### src/rtl/regfile_ctrl_pkg.sv
`default_nettype none
// ============================================================================
// Module      : regfile_ctrl_pkg
// Description : Shared widths and writeback-source encoding for the
//               register-file control slice.
// Revision    : 1.0 - initial release
// ============================================================================
package regfile_ctrl_pkg;

    localparam int XLEN       = 32;
    localparam int REG_ADDR_W = 5;
    localparam int NREQ       = 3;

    typedef enum logic [1:0] {
        WB_ALU    = 2'd0,
        WB_LOAD   = 2'd1,
        WB_MULDIV = 2'd2
    } wb_src_e;

endpackage
`default_nettype wire

### src/rtl/rr_arbiter.sv
`default_nettype none
// ============================================================================
// Module      : rr_arbiter
// Description : Combinational round-robin grant; the search starts one past
//               the last granted index.
// Revision    : 1.0 - initial release
// ============================================================================
module rr_arbiter #(
    parameter int N     = 3,
    parameter int PTR_W = (N > 1) ? $clog2(N) : 1
) (
    input  logic [N-1:0]     valid,
    input  logic [PTR_W-1:0] ptr,
    output logic [N-1:0]     grant
);

    int               w_sum;
    logic [PTR_W-1:0] w_idx;
    logic             w_found;

    always_comb begin
        grant   = '0;
        w_found = 1'b0;
        w_sum   = 0;
        w_idx   = '0;
        for (int k = 1; k <= N; k++) begin
            w_sum = int'(ptr) + k;
            if (w_sum >= N) begin
                w_sum = w_sum - N;
            end
            w_idx = w_sum[PTR_W-1:0];
            if (!w_found && valid[w_idx]) begin
                grant[w_idx] = 1'b1;
                w_found      = 1'b1;
            end
        end
    end

endmodule
`default_nettype wire

### src/rtl/regfile_wb_arbiter.sv
`default_nettype none
// ============================================================================
// Module      : regfile_wb_arbiter
// Description : Round-robin writeback arbiter with registered register-file
//               write port and a destination-busy scoreboard.
// Revision    : 1.0 - initial release
// ============================================================================
module regfile_wb_arbiter #(
    parameter int NREQ = regfile_ctrl_pkg::NREQ,
    parameter int XLEN = regfile_ctrl_pkg::XLEN
) (
    input  logic                                     clk,
    input  logic                                     rst_n,
    input  logic [NREQ-1:0]                          req_valid,
    output logic [NREQ-1:0]                          req_ready,
    input  logic [NREQ*regfile_ctrl_pkg::REG_ADDR_W-1:0] req_rd,
    input  logic [NREQ*XLEN-1:0]                     req_data,
    input  logic                                     issue_valid,
    input  logic [regfile_ctrl_pkg::REG_ADDR_W-1:0]  issue_rd,
    input  logic [regfile_ctrl_pkg::REG_ADDR_W-1:0]  chk_rs1,
    input  logic [regfile_ctrl_pkg::REG_ADDR_W-1:0]  chk_rs2,
    output logic                                     rs1_busy,
    output logic                                     rs2_busy,
    input  logic                                     flush,
    output logic                                     wb_we,
    output logic [regfile_ctrl_pkg::REG_ADDR_W-1:0]  wb_rd,
    output logic [XLEN-1:0]                          wb_data
);

    import regfile_ctrl_pkg::*;

    localparam int         PTR_W    = (NREQ > 1) ? $clog2(NREQ) : 1;
    localparam int         NREGS    = 1 << REG_ADDR_W;
    localparam logic [PTR_W-1:0] c_PTR_RST = PTR_W'(NREQ - 1);

    logic [PTR_W-1:0]       r_last_grant;
    logic [NREQ-1:0]        w_grant;
    logic                   w_xfer;
    logic [PTR_W-1:0]       w_gidx;
    logic [REG_ADDR_W-1:0]  w_sel_rd;
    logic [XLEN-1:0]        w_sel_data;
    logic                   w_sel_nz;

    logic                   r_wb_we;
    logic [REG_ADDR_W-1:0]  r_wb_rd;
    logic [XLEN-1:0]        r_wb_data;

    logic [NREGS-1:0]       r_busy;
    logic [NREGS-1:0]       w_busy_set;
    logic [NREGS-1:0]       w_busy_clr;
    logic [NREGS-1:0]       w_busy_nxt;

    rr_arbiter #(
        .N     (NREQ),
        .PTR_W (PTR_W)
    ) u_rr_arbiter (
        .valid (req_valid),
        .ptr   (r_last_grant),
        .grant (w_grant)
    );

    assign req_ready = w_grant;
    assign w_xfer    = |(req_valid & w_grant);

    always_comb begin
        w_gidx     = '0;
        w_sel_rd   = '0;
        w_sel_data = '0;
        for (int i = 0; i < NREQ; i++) begin
            if (w_grant[i]) begin
                w_gidx     = PTR_W'(i);
                w_sel_rd   = req_rd[REG_ADDR_W*i +: REG_ADDR_W];
                w_sel_data = req_data[XLEN*i +: XLEN];
            end
        end
    end

    assign w_sel_nz = (w_sel_rd != '0);

    always_ff @(posedge clk or negedge rst_n) begin
        if (!rst_n) begin
            r_last_grant <= c_PTR_RST;
            r_wb_we      <= 1'b0;
            r_wb_rd      <= '0;
            r_wb_data    <= '0;
        end else begin
            r_wb_we <= w_xfer && w_sel_nz;
            if (w_xfer) begin
                r_last_grant <= w_gidx;
            end
            // Writes to x0 are consumed but leave the port's last values intact.
            if (w_xfer && w_sel_nz) begin
                r_wb_rd   <= w_sel_rd;
                r_wb_data <= w_sel_data;
            end
        end
    end

    always_comb begin
        w_busy_set = '0;
        w_busy_clr = '0;
        if (issue_valid) begin
            w_busy_set[issue_rd] = 1'b1;
        end
        if (w_xfer) begin
            w_busy_clr[w_sel_rd] = 1'b1;
        end
        // Set is applied after clear so a same-index collision stays busy.
        w_busy_nxt    = flush ? '0 : ((r_busy & ~w_busy_clr) | w_busy_set);
        w_busy_nxt[0] = 1'b0;
    end

    always_ff @(posedge clk or negedge rst_n) begin
        if (!rst_n) begin
            r_busy <= '0;
        end else begin
            r_busy <= w_busy_nxt;
        end
    end

    assign rs1_busy = r_busy[chk_rs1] |
                      (r_wb_we && (r_wb_rd == chk_rs1) && (chk_rs1 != '0));
    assign rs2_busy = r_busy[chk_rs2] |
                      (r_wb_we && (r_wb_rd == chk_rs2) && (chk_rs2 != '0));

    assign wb_we   = r_wb_we;
    assign wb_rd   = r_wb_rd;
    assign wb_data = r_wb_data;

endmodule
`default_nettype wire

### config.mk
export PLATFORM = sky130hd
export DESIGN_NAME = regfile_wb_arbiter
export DESIGN_NICKNAME = d
export VERILOG_FILES = /design/src/rtl/regfile_ctrl_pkg.sv /design/src/rtl/rr_arbiter.sv /design/src/rtl/regfile_wb_arbiter.sv
export SDC_FILE = /design/constraint.sdc
export NUM_CORES = 1
export LEC_CHECK = 0
export CAP_MARGIN = 20
export CORE_AREA = 8 8 80 153
export DETAILED_ROUTE_END_ITERATION = 16
export DIE_AREA = 0 0 88 161
export GPL_TIMING_DRIVEN = 0
export PLACE_DENSITY = 0.85
export SYNTH_ARGS = -nofsm -noshare
export SYNTH_HDL_FRONTEND = slang
export SYNTH_SLANG_ARGS = --single-unit
### constraint.sdc
create_clock -name clk -period 7.5 [get_ports clk]
set_input_delay 1.125 -clock clk [delete_from_list [all_inputs] [get_ports clk]]
set_output_delay 1.125 -clock clk [all_outputs]
set_load 0.02 [all_outputs]
Yosys cells after proc, flatten, opt, wreduce, memory -nomap -nowiden
Index checks and enable logic that the tools add are counted.
{"block": "word_totals", "ff_bits": 71}
{"block": "op_classes", "n_addsub": 6, "n_lt_le_gt_ge": 15, "n_eq_ne": 2, "mux": 39, "n_bitwise": 8, "n_reduce_logical": 18}
{"operator": "32-bit two-way mux", "count": 6}
{"operator": "32-bit bitwise AND", "count": 1}
{"operator": "32-bit NOT", "count": 1}
{"operator": "32-bit bitwise OR", "count": 1}
{"operator": "5-bit by 6-bit < comparator with 1-bit output, second input constant", "count": 4}
{"operator": "5-bit two-way mux", "count": 3}
{"operator": "5-bit nonzero test", "count": 3}
{"operator": "1-bit two-way mux", "count": 13}
{"operator": "1-bit logical AND", "count": 12}
{"operator": "1-bit binary-select mux with 5-bit select", "count": 2}
{"operator": "1-bit demux with 5-bit select", "count": 2}
{"operator": "5-bit == test", "count": 2}
{"operator": "5-bit by 1-bit greater-or-equal comparator with 1-bit output, second input constant", "count": 2}
{"operator": "3-bit by 2-bit greater-or-equal comparator with 1-bit output, second input constant", "count": 3}
{"operator": "2-bit by 3-bit < comparator with 1-bit output, second input constant", "count": 3}
{"operator": "3-bit two-way mux", "count": 3}
{"operator": "2-bit two-way mux", "count": 4}
{"operator": "2-bit by 2-bit adder with 3-bit output, second input constant", "count": 2}
{"operator": "1-bit binary-select mux with 2-bit select", "count": 3}
{"operator": "1-bit demux with 2-bit select", "count": 3}
{"operator": "2-bit by 1-bit greater-or-equal comparator with 1-bit output, second input constant", "count": 3}
{"operator": "3-bit bitwise OR", "count": 2}
{"operator": "2-bit by 1-bit subtractor with 2-bit output, second input constant", "count": 3}
{"operator": "2-bit by 1-bit adder with 3-bit output, second input constant", "count": 1}
{"operator": "other kinds (4)", "count": 6}

Depth between registers and ports, before layout
Gate-level depths: netlist of the first run.
{"block": "logic_depth", "depth_word": 24, "ltp_mapped": 16, "depth_no_buf": 11}

By module
From an unflattened synthesis of the first run, not the netlist that was laid out.
{"block": "unflattened", "cells_unflattened": 492, "hier_area_um2": 4812.1}
{"mod": "regfile_wb_arbiter", "area_per_inst_um2": 4538.1, "seq_area_each_um2": 1778.0, "n_inst": 1, "cells_per_inst": 455}
{"mod": "rr_arbiter", "area_per_inst_um2": 274.0, "seq_area_each_um2": 0.0, "n_inst": 1, "cells_per_inst": 37}

Worst setup path after synthesis of the first run
Ideal clock, no wire load.
{"block": "synth_timing", "path_type": "input-to-output", "startpoint": "input port chk_rs2[0] (netlist bit)", "endpoint": "output port rs2_busy", "path_stages": 5, "slack_ns": 3.410, "arrival_time_ns": 2.965, "cell_sequence": "clkbuf_1 > mux4_2 > mux4_2 > a22oi_1 > o21ai_0"}
{"block": "synth_between", "elab_chain_len": 4}
{"item": "start: declaration", "line_no": "regfile_wb_arbiter.sv:21", "rtl": "input logic [regfile_ctrl_pkg::REG_ADDR_W-1:0] chk_rs2,"}
{"item": "branches (longest 3 deep; another with 1-bit binary-select mux with 5-bit select)"}
{"item": "1-bit bitwise OR (*)", "line_no": "regfile_wb_arbiter.sv:123", "rtl": "assign rs2_busy = r_busy[chk_rs2] |"}
{"item": "end: declaration", "line_no": "regfile_wb_arbiter.sv:23", "rtl": "output logic rs2_busy,"}
Every way passes the cells marked *. The select of a mux whose other input is x is not followed.

Final worst setup path of the first run
{"block": "layout_timing", "startpoint": "input port req_valid[1]", "endpoint": "output port req_ready[2]"}
{"block": "layout_between", "elab_chain_len": 9}
{"item": "start: declaration", "line_no": "regfile_wb_arbiter.sv:14", "rtl": "input logic [NREQ-1:0] req_valid,"}
{"item": "1-bit binary-select mux with 2-bit select", "line_no": "rr_arbiter.sv:32", "rtl": "if (!w_found && valid[w_idx]) begin"}
{"item": "1-bit two-way mux (implied by the code)", "line_no": "rr_arbiter.sv:32"}
{"item": "1-bit two-way mux", "line_no": "rr_arbiter.sv:32"}
{"item": "1-bit zero test", "line_no": "rr_arbiter.sv:32"}
{"item": "1-bit logical AND", "line_no": "rr_arbiter.sv:32"}
{"item": "1-bit two-way mux", "line_no": "rr_arbiter.sv:32"}
{"item": "1-bit zero test", "line_no": "rr_arbiter.sv:32"}
{"item": "1-bit logical AND", "line_no": "rr_arbiter.sv:32"}
{"item": "3-bit two-way mux (*)", "line_no": "rr_arbiter.sv:32"}
{"item": "end: declaration", "line_no": "regfile_wb_arbiter.sv:15", "rtl": "output logic [NREQ-1:0] req_ready,"}
Every way passes the cells marked *; elsewhere a longest branch is shown, timed or not. The select of a mux whose other input is x is not followed.

==> results of run 1 <==
==> layout make-up <==
| class | count | area (um2) |
|---|---|---|
| Sequential cell | 71 | 1778 |
| Clock buffer | 9 | 225.2 |
| Tap cell | 137 | 171.4 |
| Inverter | 17 | 63.81 |
| Buffer | 39 | 195.2 |
| Timing Repair Buffer | 172 | 1737 |
| Multi-Input combinational cell | 347 | 2834 |
| Fill cell | 816 | 3171 |
| Clock inverter | 7 | 103.9 |
==> worst paths after layout <==
path | from | to | slack, ps | cells past startpoint
setup / recovery | req_valid[1] | req_ready[2] | 1760 | 10
hold / removal | wb_data[30]$_DFFE_PN0P_ | wb_data[30]$_DFFE_PN0P_ | 490 | 1
setup reg to reg | r_last_grant[1]$_DFFE_PN1P_ | wb_data[28]$_DFFE_PN0P_ | 3440 | 15
hold reg to reg | wb_data[30]$_DFFE_PN0P_ | wb_data[30]$_DFFE_PN0P_ | 490 | 1
max in group asynchronous | rst_n | r_last_grant[1]$_DFFE_PN1P_ | 6370 | 2
min in group asynchronous | rst_n | wb_data[9]$_DFFE_PN0P_ | 560 | 1
==> per-layer routing <==
metal  wire (um)  vias to the layer above  track usage (%)  share of wire [%]
li1            -                     2216                -                  -
met3        1732                       49            9.313                 10
met5           0                        -                0                  0
met2        8212                      279            38.96                 49
met1        6154                     2329            27.62                 37
met4         508                        0            10.26                3.1
==> where the power goes <==
group	internal (mW)	switching, mW	total (mW)
clock	0.295	0.179	0.474
sequential	0.502	0.0747	0.577
combinational	0.844	1.06	1.90
total	1.64	1.31	2.95
==> logic make-up after synthesis <==
| kind of cell | after synthesis |
|---|---|
| adders and majority gates | 6 |
| xor gates and xnor gates | 8 |
| and+or+nand+nor | 173 |
| buffers and inverters | 56 |
| DFF | 71 |
| AOI/OAI and AO/OA | 108 |
| muxes | 52 |
==> flip-flops by register name (all words and copies together) (netlist names) <==
name	cells
wb_data	32
wb_rd	5
r_last_grant	2
r_busy	31
wb_we	1
==> layout by cell type, fill, tap and decap left out, types with 6 or more instances in the layout <==
cell type,n
a221oi_1,32
a32o_1,23
clkbuf_1,24
clkbuf_16,9
clkdlybuf4s50_1,170
dfrtp_1,70
ha_1,6
inv_1,15
mux2_2,19
mux2_4,10
mux4_2,18
nand2_1,18
nand3_1,6
nand4_1,21
nor2_1,78
nor4_1,12
o21ai_0,7
o32ai_1,8
xor2_1,6
==> stage by stage <==
stage                     power, mW  hold WS, ps  instance area, um2  std cells  utilization, %
after floorplan               1.855        476.3                4871        474               -
final                         2.953        491.3                7108        799           69.15
after global routing          3.141        517.4                7108        799           69.15
after CTS                     2.964        496.7                7108        799           69.15
after global placement        2.438        474.6                6754        782           65.71
after detailed placement      2.482        482.9                6779        783           65.95
==> critical path, cell delays in order <==
cell and delay (ps):
clkdlybuf4s50_1 630, nor4bb_1 410, and2_1 240, or3_1 140, a32oi_2 160, inv_2 200
clkbuf_1 430, buf_1 490, buf_4 200, clkdlybuf4s50_1 590
==> impl_metrics.env, run 1 <==
export IMPL_relSlewSlack_pct=43.04
export IMPL_syn_avg_cell_area_um2=10.28
export IMPL_dieArea_um2=14170
export IMPL_synth_top_family_by_area="compound AO/OA/AOI/OAI gates"
export IMPL_vias_per_cell=6.099
export IMPL_synth_top_cell_area_share_pct=35.96
export IMPL_fp_dieW_um=88
export IMPL_synth_compound_area_share_pct=20.68
export IMPL_ys_seq_area_share_pct=36.50
export IMPL_cts_tree="built"
export IMPL_cts_buffers=9
export IMPL_wl_per_cell_um=20.78
export IMPL_postCtsResizedCells=0
export IMPL_vias=4873
export IMPL_cp_end_kind="output port"
export IMPL_grtUsageTotal_pct=24.26
export IMPL_initial_core_util_pct=47.39
export IMPL_critical_path_class="input port to output port"
export IMPL_slew_violations=0
export IMPL_first_global_vias=5146
export IMPL_ir_drop_mv=0.2778
export IMPL_synthArstFlopShare_pct=100.0
export IMPL_synth_adder_area_share_pct=1.541
export IMPL_period_minus_slack_ps=5736
export IMPL_yosys_register_bits=71
export IMPL_hold_path_class="register to register"
export IMPL_h_tree_depth=3
export IMPL_worstMarginPinSlew_ps=854.4
export IMPL_cts_buffer_depth=2
export IMPL_drive_above_1_share_pct=14.20
export IMPL_port_buffer_count=171
export IMPL_power_density_nw_per_um2=415.5
export IMPL_yosys_area_share_simple_pct=17.60
export IMPL_drt_total_wl_mm=16.61
export IMPL_gp_congestion=0.8976
export IMPL_synthFlopType="dfrtp_1"
export IMPL_synth_area_um2=4871
export IMPL_setup_viol=0
export IMPL_cts_clk_slew_worst_paths_ps=60
export IMPL_fin_tns_setup_ps=0
export IMPL_ys_warn_count=0
export IMPL_grt_ovfl_total=0
export IMPL_outcome="finished, final reports clean"
export IMPL_yosysMostFrequentCell="nor2_1"
export IMPL_finalCritPeriodShare_pct=76.48
export IMPL_dr_pass1_iters=8
export IMPL_arrival_ps=4610
export IMPL_antenna_left=0
export IMPL_crit_fanout=10
export IMPL_hpwlAfterDp_mm=12.90
export IMPL_syn_instance_count=474
export IMPL_finalClockSkew_ps=3.385
export IMPL_max_freq_mhz=174.3
export IMPL_area_growth_pct=45.93
export IMPL_ys_top_cells_by_area="dfrtp_1, mux4_2, nor2_1"
export IMPL_ioPinCount=176
export IMPL_nets=796
export IMPL_syn_nets=613
export IMPL_critPathLaunchType="input port"
export IMPL_synthMuxAreaShare_pct=16.93
export IMPL_holdBufCountCts=0
export IMPL_diodes=0
export IMPL_antenna_found_initial=0
export IMPL_rows=53
export IMPL_synthTopCellsByCount="nor2_1, dfrtp_1, a221oi_1"
export IMPL_synth_distinct_cells=69
export IMPL_fp_dieH_um=161
export IMPL_yosys_area_share_xor_xnor_pct=1.438
export IMPL_core_um2=10280
export IMPL_drc=0
export IMPL_pre_cts_ws_ps=1763
export IMPL_max_cap_violations=0
export IMPL_clock_latency_ps=340
export IMPL_clock_sinks=71
export IMPL_first_iter_violations=541
export IMPL_hold_viol=0
export IMPL_p_leak_nw=2.834
export IMPL_synth_edff_count=0
export IMPL_cts_setup_buffers=0
export IMPL_required_ps=6380
export IMPL_cts_root_buffer="clkbuf_16"
export IMPL_rsz0062_at_grt="false"
export IMPL_grt_pass1_wl_mm=26.65
export IMPL_synth_area_leader_cell="dfrtp_1"
export IMPL_grt_max_degree=71
export IMPL_setup_ws_ps=1764
Note: power is estimated with default switching activity, not from simulation.
==> run 2: changes to the inputs <==
CORE_AREA = 8 8 82 157   (was 8 8 80 153)
DIE_AREA = 0 0 90 165   (was 0 0 88 161)
PLACE_DENSITY = 0.81   (was 0.85)
clock period = 5.76 ns   (was 7.5 ns; I/O delays follow)
==> impl_metrics.env, run 2 (same netlist as run 1, synthesis figures left out) <==
export IMPL_hold_path_class="register to register"
export IMPL_h_tree_depth=3
export IMPL_holdBufCountCts=0
export IMPL_vias_per_cell=6.160
export IMPL_area_growth_pct=45.52
export IMPL_first_iter_violations=270
export IMPL_grt_pass1_wl_mm=28.43
export IMPL_setup_viol=0
export IMPL_final_cell_mix="clkdlybuf4s50_1, nor2_1, dfrtp_1"
export IMPL_vias=4934
export IMPL_hold_viol=0
export IMPL_initial_core_util_pct=45.06
export IMPL_ioPinCount=176
export IMPL_antenna_left=0
export IMPL_relSlewSlack_pct=40.02
export IMPL_fp_dieW_um=90
export IMPL_register_area_um2=1778
export IMPL_nFillCells=896
export IMPL_final_core_util_pct=65.57
export IMPL_dr_pass1_iters=5
export IMPL_r2r_cells=15
export IMPL_fp_dieH_um=165
export IMPL_multi_input_area_um2=2834
export IMPL_cp_end_kind="output port"
export IMPL_rows=54
export IMPL_hpwlAfterDp_mm=14.38
export IMPL_max_cap_violations=0
export IMPL_wl_per_cell_um=22.32
export IMPL_critical_path_class="input port to output port"
export IMPL_rsz0062_at_grt="false"
export IMPL_whs_endpoint="wb_data[29]$_DFFE_PN0P_"
export IMPL_min_path_cells=1
export IMPL_layout_commonest_cell="clkdlybuf4s50_1"
export IMPL_clock_latency_ps=340
export IMPL_cts_tree="built"
export IMPL_dieArea_um2=14850
export IMPL_arrival_ps=4470
export IMPL_cts_buffer_depth=2
export IMPL_finalClockSkew_ps=6.718
export IMPL_drive_above_1_share_pct=14.07
export IMPL_grtUsageTotal_pct=24.21
export IMPL_finalCritPeriodShare_pct=92.64
export IMPL_max_freq_mhz=187.4
export IMPL_drc=0
export IMPL_required_ps=4900
export IMPL_period_minus_slack_ps=5336
export IMPL_crit_fanout=10
export IMPL_slew_violations=0
export IMPL_cts_buffers=9
export IMPL_cp_cell_sequence="clkdlybuf4s50_1, nor4bb_1, and2_1, or3_1, a32oi_2, inv_2, clkbuf_1, buf_1, buf_4, clkdlybuf4s50_1"
export IMPL_p_leak_nw=2.825
export IMPL_critPathLaunchType="input port"
export IMPL_gp_congestion=0.9120
export IMPL_r2r_slack_ps=1550
export IMPL_largest_reg_flops=32
export IMPL_diodes=0
export IMPL_cpMostUsedCell="clkdlybuf4s50_1"
export IMPL_setup_ws_ps=423.7
export IMPL_antenna_found_initial=0
export IMPL_cpMaxStageDelayCell="clkdlybuf4s50_1"
export IMPL_cts_clk_slew_worst_paths_ps=60
export IMPL_core_um2=10810
export IMPL_crit_family="buffers and inverters"
export IMPL_crit_buf_inv=6
export IMPL_nets=795
export IMPL_first_global_vias=5547
export IMPL_worstMarginPinSlew_ps=899.6
export IMPL_port_buffer_count=171
export IMPL_fin_tns_setup_ps=0
export IMPL_ir_drop_mv=0.4747
export IMPL_outcome="finished, final reports clean"
export IMPL_min_from="wb_data[29]$_DFFE_PN0P_"
export IMPL_r2r_end="wb_data[28]$_DFFE_PN0P_"
export IMPL_clock_sinks=71
export IMPL_worstReg2RegStart="r_last_grant[1]$_DFFE_PN1P_"
export IMPL_postCtsResizedCells=0
export IMPL_cts_root_buffer="clkbuf_16"
export IMPL_cts_setup_buffers=0
export IMPL_pre_cts_ws_ps=519.0
export IMPL_cpPeakStageDelay_ps=620
export IMPL_grt_ovfl_total=0
export IMPL_grt_max_degree=72
export IMPL_drt_total_wl_mm=17.88
export IMPL_power_density_nw_per_um2=549.5
==> run 2: changes by cell type in the layout (fill, tap and decap cells not counted), sizes merged <==
cell,change
buf,-1
clkbuf,+2
inv,-2
==> run 2: area by class of cell <==
type	count	area share, %
multi-input combinational	347	39.98
sequential	71	25.08
timing repair buffer	171	24.11
clock buffer	11	3.566
buffer	39	2.754
tap	140	2.471
clock inverter	5	1.130
inverter	17	0.9003
==> run 2: worst max path at each step <==
stage | start | to | slack, ps | cells after the start
6_report | req_valid[1] | req_ready[2] | 420 | 10
5_1_grt | req_valid[1] | req_ready[2] | 240 | 10
4_1_cts | req_valid[1] | req_ready[2] | 500 | 10
3_5_place_dp | req_valid[1] | req_ready[2] | 520 | 10
3_3_place_gp | req_valid[1] | req_ready[2] | 660 | 10
2_1_floorplan | r_last_grant[1]$_DFFE_PN1P_ | wb_data[18]$_DFFE_PN0P_ | 2130 | 15
==> run 2: per-stage QoR <==
step	hold WS, ps	area, um2	power (mW)	instances
after global routing	509.4	7088	4.123	801
after global placement	476.8	6758	3.186	785
after detailed placement	483.5	6755	3.254	785
final	494.8	7088	3.895	801
after CTS	496.8	7088	3.879	801
after floorplan	476.3	4871	2.416	474
==> run 2: power breakdown <==
part | internal [mW] | total [mW] | switching, mW
registers | 0.654 | 0.768 | 0.114
clock network | 0.402 | 0.618 | 0.216
logic | 1.10 | 2.51 | 1.41
total | 2.15 | 3.89 | 1.74
==> run 2: layer usage <==
layer | vias up | share of wire (%) | global-route usage, % | wire length [um]
met5 | - | 0 | 0 | 0
met4 | 0 | 5.6 | 15.64 | 995
met3 | 60 | 7.1 | 6.691 | 1263
met2 | 268 | 54 | 45.69 | 9690
met1 | 2391 | 33 | 22.23 | 5925
li1 | 2215 | - | - | -
